[src/rtl/instr_mem_loader_if.sv]
// Word stream into the loader plus its byte write port toward the instruction memory.
interface instr_mem_loader_if #(
    parameter int ADDR_W = 10
);
    logic              in_valid;
    logic              in_ready;
    logic [31:0]       in_word;
    logic              in_last;
    logic              mem_we;
    logic [ADDR_W-1:0] mem_addr;
    logic [7:0]        mem_wdata;

    modport master (
        output in_valid, in_word, in_last,
        input  in_ready, mem_we, mem_addr, mem_wdata
    );

    modport slave (
        input  in_valid, in_word, in_last,
        output in_ready, mem_we, mem_addr, mem_wdata
    );
endinterface

[src/rtl/instr_mem_loader.sv]
// Serializes 32-bit instruction words into little-endian byte writes starting at address 0.
module instr_mem_loader #(
    parameter int DEPTH_BYTES = 1024,
    parameter int ADDR_W      = 10
) (
    input  logic              clk,
    input  logic              rst_n,
    input  logic              start,
    instr_mem_loader_if.slave io,
    output logic              busy,
    output logic              done,
    output logic              error,
    output logic [ADDR_W-2:0] word_count
);
    localparam logic [2:0] S_IDLE   = 3'd0;
    localparam logic [2:0] S_ACCEPT = 3'd1;
    localparam logic [2:0] S_WRITE  = 3'd2;
    localparam logic [2:0] S_DONE   = 3'd3;
    localparam logic [2:0] S_ERROR  = 3'd4;

    localparam int                WORDS     = DEPTH_BYTES / 4;
    localparam logic [ADDR_W-3:0] LAST_IDX  = (ADDR_W-2)'(WORDS - 1);
    localparam logic [ADDR_W-2:0] COUNT_MAX = (ADDR_W-1)'(WORDS);

    logic [2:0]        state;
    logic [1:0]        byte_cnt;
    logic [ADDR_W-3:0] word_idx;
    logic              last_q;
    logic [31:0]       word_q;

    always_ff @(posedge clk or negedge rst_n) begin
        if (!rst_n) begin
            state      <= S_IDLE;
            byte_cnt   <= 2'd0;
            word_idx   <= '0;
            word_count <= '0;
            last_q     <= 1'b0;
        end else begin
            case (state)
                S_IDLE, S_DONE, S_ERROR: begin
                    if (start) begin
                        word_idx   <= '0;
                        word_count <= '0;
                        state      <= S_ACCEPT;
                    end
                end
                S_ACCEPT: begin
                    if (io.in_valid) begin
                        last_q   <= io.in_last;
                        byte_cnt <= 2'd0;
                        state    <= S_WRITE;
                    end
                end
                S_WRITE: begin
                    byte_cnt <= byte_cnt + 2'd1;
                    if (byte_cnt == 2'd3) begin
                        // word_idx holds at the top slot so it can never wrap
                        if (word_idx != LAST_IDX)
                            word_idx <= word_idx + 1'b1;
                        if (word_count != COUNT_MAX)
                            word_count <= word_count + 1'b1;
                        if (last_q)
                            state <= S_DONE;
                        else if (word_idx == LAST_IDX)
                            state <= S_ERROR;
                        else
                            state <= S_ACCEPT;
                    end
                end
                default: state <= S_IDLE;
            endcase
        end
    end

    // Data holding register: only meaningful while in WRITE, so it carries no reset.
    always_ff @(posedge clk) begin
        if (state == S_ACCEPT && io.in_valid)
            word_q <= io.in_word;
    end

    always_comb begin
        io.in_ready  = (state == S_ACCEPT);
        io.mem_we    = (state == S_WRITE);
        io.mem_addr  = '0;
        io.mem_wdata = 8'd0;
        if (state == S_WRITE) begin
            io.mem_addr  = {word_idx, byte_cnt};
            io.mem_wdata = word_q[{byte_cnt, 3'b000} +: 8];
        end
        busy  = (state == S_ACCEPT) || (state == S_WRITE);
        done  = (state == S_DONE);
        error = (state == S_ERROR);
    end
endmodule

[src/flat_wrapper.sv]
// flat-port wrapper written by rule: the top's interface ports become plain ports
module instr_mem_loader_flat 
#(
    parameter int DEPTH_BYTES = 1024,
    parameter int ADDR_W      = 10
)
  (clk, rst_n, start, busy, done, error, word_count, io_in_valid, io_in_word, io_in_last, io_in_ready, io_mem_we, io_mem_addr, io_mem_wdata);
  instr_mem_loader_if #(.ADDR_W(ADDR_W)) io_i ();
  input  logic clk;
  input  logic rst_n;
  input  logic start;
  output logic busy;
  output logic done;
  output logic error;
  output logic [ADDR_W-2:0] word_count;
  input wire logic [$bits(io_i.in_valid)-1:0] io_in_valid;
  input wire logic [$bits(io_i.in_word)-1:0] io_in_word;
  input wire logic [$bits(io_i.in_last)-1:0] io_in_last;
  output wire logic [$bits(io_i.in_ready)-1:0] io_in_ready;
  output wire logic [$bits(io_i.mem_we)-1:0] io_mem_we;
  output wire logic [$bits(io_i.mem_addr)-1:0] io_mem_addr;
  output wire logic [$bits(io_i.mem_wdata)-1:0] io_mem_wdata;
  assign io_i.in_valid = io_in_valid;
  assign io_i.in_word = io_in_word;
  assign io_i.in_last = io_in_last;
  assign io_in_ready = io_i.in_ready;
  assign io_mem_we = io_i.mem_we;
  assign io_mem_addr = io_i.mem_addr;
  assign io_mem_wdata = io_i.mem_wdata;
  instr_mem_loader #(.DEPTH_BYTES(DEPTH_BYTES), .ADDR_W(ADDR_W)) u_core (.clk(clk), .rst_n(rst_n), .start(start), .io(io_i), .busy(busy), .done(done), .error(error), .word_count(word_count));
endmodule
[config.mk]
export PLATFORM = sky130hd
export DESIGN_NAME = instr_mem_loader_flat
export DESIGN_NICKNAME = d
export VERILOG_FILES = /design/src/rtl/instr_mem_loader_if.sv /design/src/rtl/instr_mem_loader.sv /design/src/flat_wrapper.sv
export SDC_FILE = /design/constraint.sdc
export NUM_CORES = 1
export LEC_CHECK = 0
export CAP_MARGIN = 20
export CORE_MARGIN = 5
export CORE_UTILIZATION = 49
export CTS_BUF_LIST = sky130_fd_sc_hd__clkbuf_16
export DETAILED_ROUTE_END_ITERATION = 8
export PLACE_DENSITY_LB_ADDON = 0.25
export SYNTH_ARGS = -nofsm -noshare
export SYNTH_HDL_FRONTEND = slang
export SYNTH_SLANG_ARGS = --single-unit
[constraint.sdc]
create_clock -name clk -period 2.3 [get_ports clk]
set_input_delay 0.575 -clock clk [delete_from_list [all_inputs] [get_ports clk]]
set_output_delay 0.575 -clock clk [all_outputs]
set_load 0.03 [all_outputs]
==> run_results.csv <==
group,metric,value,unit
run_status,status,"finished, final reports clean",
power,peakVddDrop,0.685,mV
setup_path,reg2reg_slack,490,ps
cells_and_area,diodes,0,
placed_design,port-buffer-count,68,
clock_network,clockRootBuffer,"clkbuf_16",
die,core,0.00517,mm²
job,cap_violations,0,
cells_and_area,syn2layout_area_growth,37.5,%
sta,worstMarginPinSlew,400,ps
die,die_h,83.5,µm
die,rows,26,
routing,totalWireLength,5.81,mm
sta,slew_violations,0,
logic_synthesis,synth-seq-cells,55,
sta,setup_viol,0,
logic_synthesis,netlist_area,0.00265,mm²
grt,antenna_found_initial,0,
setup_path,endpoint_kind,"output port",
cells_and_area,nNetsFinal,324,
setup_path,startpoint_type,"flip-flop",
routing,ant_nets,0,
setup_path,critPathKind,"reg -> out",
sta,fin_skew,7.85,ps
grt,first_global_vias,1992,
sta,slew-limit-headroom,73.1,%
routing,drt-initial-drc-count,121,
placed_design,place_congestion,0.857,
cells_and_area,final_common_cell,"clkdlybuf4s50_1",
clock_network,cts_buffer_depth,2,
logic_synthesis,ys_seq_area_share,58.0,%
clock_network,cts_made_buffers,5,
logic_synthesis,postSynthCellCount,206,
die,die_w,83.5,µm
setup_path,worst-path-max-fanout,6,
clock_network,clock_latency,290,ps
sta,timing_hold_violations_final,0,
routing,drc_errors,0,
routing,vias,1986,
power,leakage,1.50,nW
grt,grt_remaining_overflow,0,
die,start_util,51.2,%
power,total_power,0.00381,W
clock_network,htreeDepth,2,
clock_network,cts_sinks,55,
logic_synthesis,ys.flop_type,"edfxtp_1",
routing,wire_per_inst,16.4,µm
sta,rsz0062_at_grt,"yes",
cells_and_area,final_cell_mix,"clkdlybuf4s50_1 (45), edfxtp_1 (32), buf_4 (25)",
logic_synthesis,yosysWarnings,0,
cells_and_area,drive_gt1_share,25.0,%
setup_path,required,1730,ps
clock_network,cts_tree,"built",
logic_synthesis,synth_cell_types,47,
die,ios,69,
grt,grt_max_degree,33,
logic_synthesis,postSynthAreaPerCell,12.9,µm²
clock_network,cts_setup_buffers,0,
power,power_density,1050,mW/mm²
die,die_area,0.00698,mm²
grt,grt_usage,17.4,%
sta,fin_crit_sh,97.5,%
logic_synthesis,ys_async_sr_fraction,41.8,%
grt,grt_pass1_wl,9.71,mm
setup_path,cp.arrival,1670,ps
routing,vias_per_cell,5.61,
logic_synthesis,synth_edf_count,32,
logic_synthesis,syn_nets,247,
worst_hold_path,worstHoldPathType,"reg -> reg",
routing,drt_first_pass_iters,4,
sta,clock.fmax,0.446,GHz
sta,fin_crit,2240,ps
sta,tns,0,ps
placed_design,hpwl,4.28,mm
clock_network,clk_pin_slew_worst_paths,70,ps
==> power breakdown <==
group / total, W / leakage (nW) / internal, W / switching (W)
clock network: 0.000860 / 0.0844 / 0.000519 / 0.000341
logic: 0.00153 / 0.810 / 0.000711 / 0.000817
registers: 0.00142 / 0.608 / 0.00127 / 0.000154
==> synth_stat cells (4+ instances only) <==
library cell  instances  area share, %
a21oi_1               4           0.76
a221o_1               4            1.5
and3_1               22            5.2
clkbuf_1              5           0.71
dfrtp_1              23             22
edfxtp_1             32             36
ha_1                  4            1.9
inv_1                 6           0.85
mux4_2                8            6.8
nand2_1              14            2.0
nand3_1              16            3.0
nor2_1                6           0.85
nor3_1                5           0.94
o21ai_0               6            1.1
or3_1                 5            1.2
==> sequential cells by signal, summed over array words and instances (netlist names) <==
name and count:
u_core.byte_cnt 2, u_core.last_q 1, u_core.state 3, u_core.word_count 9, u_core.word_idx 8, u_core.word_q 32
==> what timing repair did <==
item | 4_1_cts | 5_1_grt
resized for setup | 1 | 13
hold endpoints to repair | 0 | 0
hold buffers | 0 | 0
pin swaps | 0 | 2
setup endpoints to repair | 1 | 7
==> per-layer routing <==
metal | GRT usage [%] | wire length (µm)
met4 | 3.65 | 72
met3 | 4.64 | 246
met1 | 21.4 | 2500
met2 | 30.8 | 3000
met5 | 0 | 0
==> kinds of logic after synthesis <==
group | count (synthesis) | share of synthesized area, %
buffers and inverters | 16 | 3.02
flip-flops | 55 | 58.0
AO/OA/AOI/OAI | 33 | 9.87
AND/OR/NAND/NOR | 86 | 18.8
multiplexers | 12 | 8.41
adder cells (fa/ha/maj) | 4 | 1.89
==> path summary, 6_finish.rpt <==
path	startpoint	end	cells after the start
worst max register to register	u_core.byte_cnt[0]	u_core.word_idx[3]	6
worst min register to register	u_core.last_q	u_core.last_q	1
max in group asynchronous	rst_n	u_core.word_count[1]	2
worst max-delay path	u_core.byte_cnt[0]	io_mem_wdata[7]	4
worst min-delay path	u_core.last_q	u_core.last_q	1
min in group asynchronous	rst_n	u_core.word_idx[5]	2
==> worst max-delay path: stages (launching register included) <==
cell and delay [ps]:
dfrtp_1 390, buf_6 150, mux4_2 490, and3_4 190, buf_4 160
==> area by class of cell <==
cell class | instances | area, µm²
Sequential cell | 55 | 1540
Multi-Input combinational cell | 135 | 1060
Tap cell | 70 | 87.6
Fill cell | 377 | 1530
Inverter | 6 | 22.5
Clock buffer | 5 | 125
Clock inverter | 3 | 47.5
Timing Repair Buffer | 80 | 759
==> stage by stage <==
stage	util [%]	worst slack [ps]	hold slack (ps)	instance area [µm²]	instances
2_1_floorplan	-	42.8	279	2650	206
4_1_cts	69.3	5.49	561	3590	354
3_5_place_dp	65.9	281	545	3410	346
6_report	70.4	57.7	564	3640	354
3_3_place_gp	65.9	317	535	3410	346
5_1_grt	70.4	-9.37	607	3640	354
Note: power is estimated with default switching activity, not from simulation.
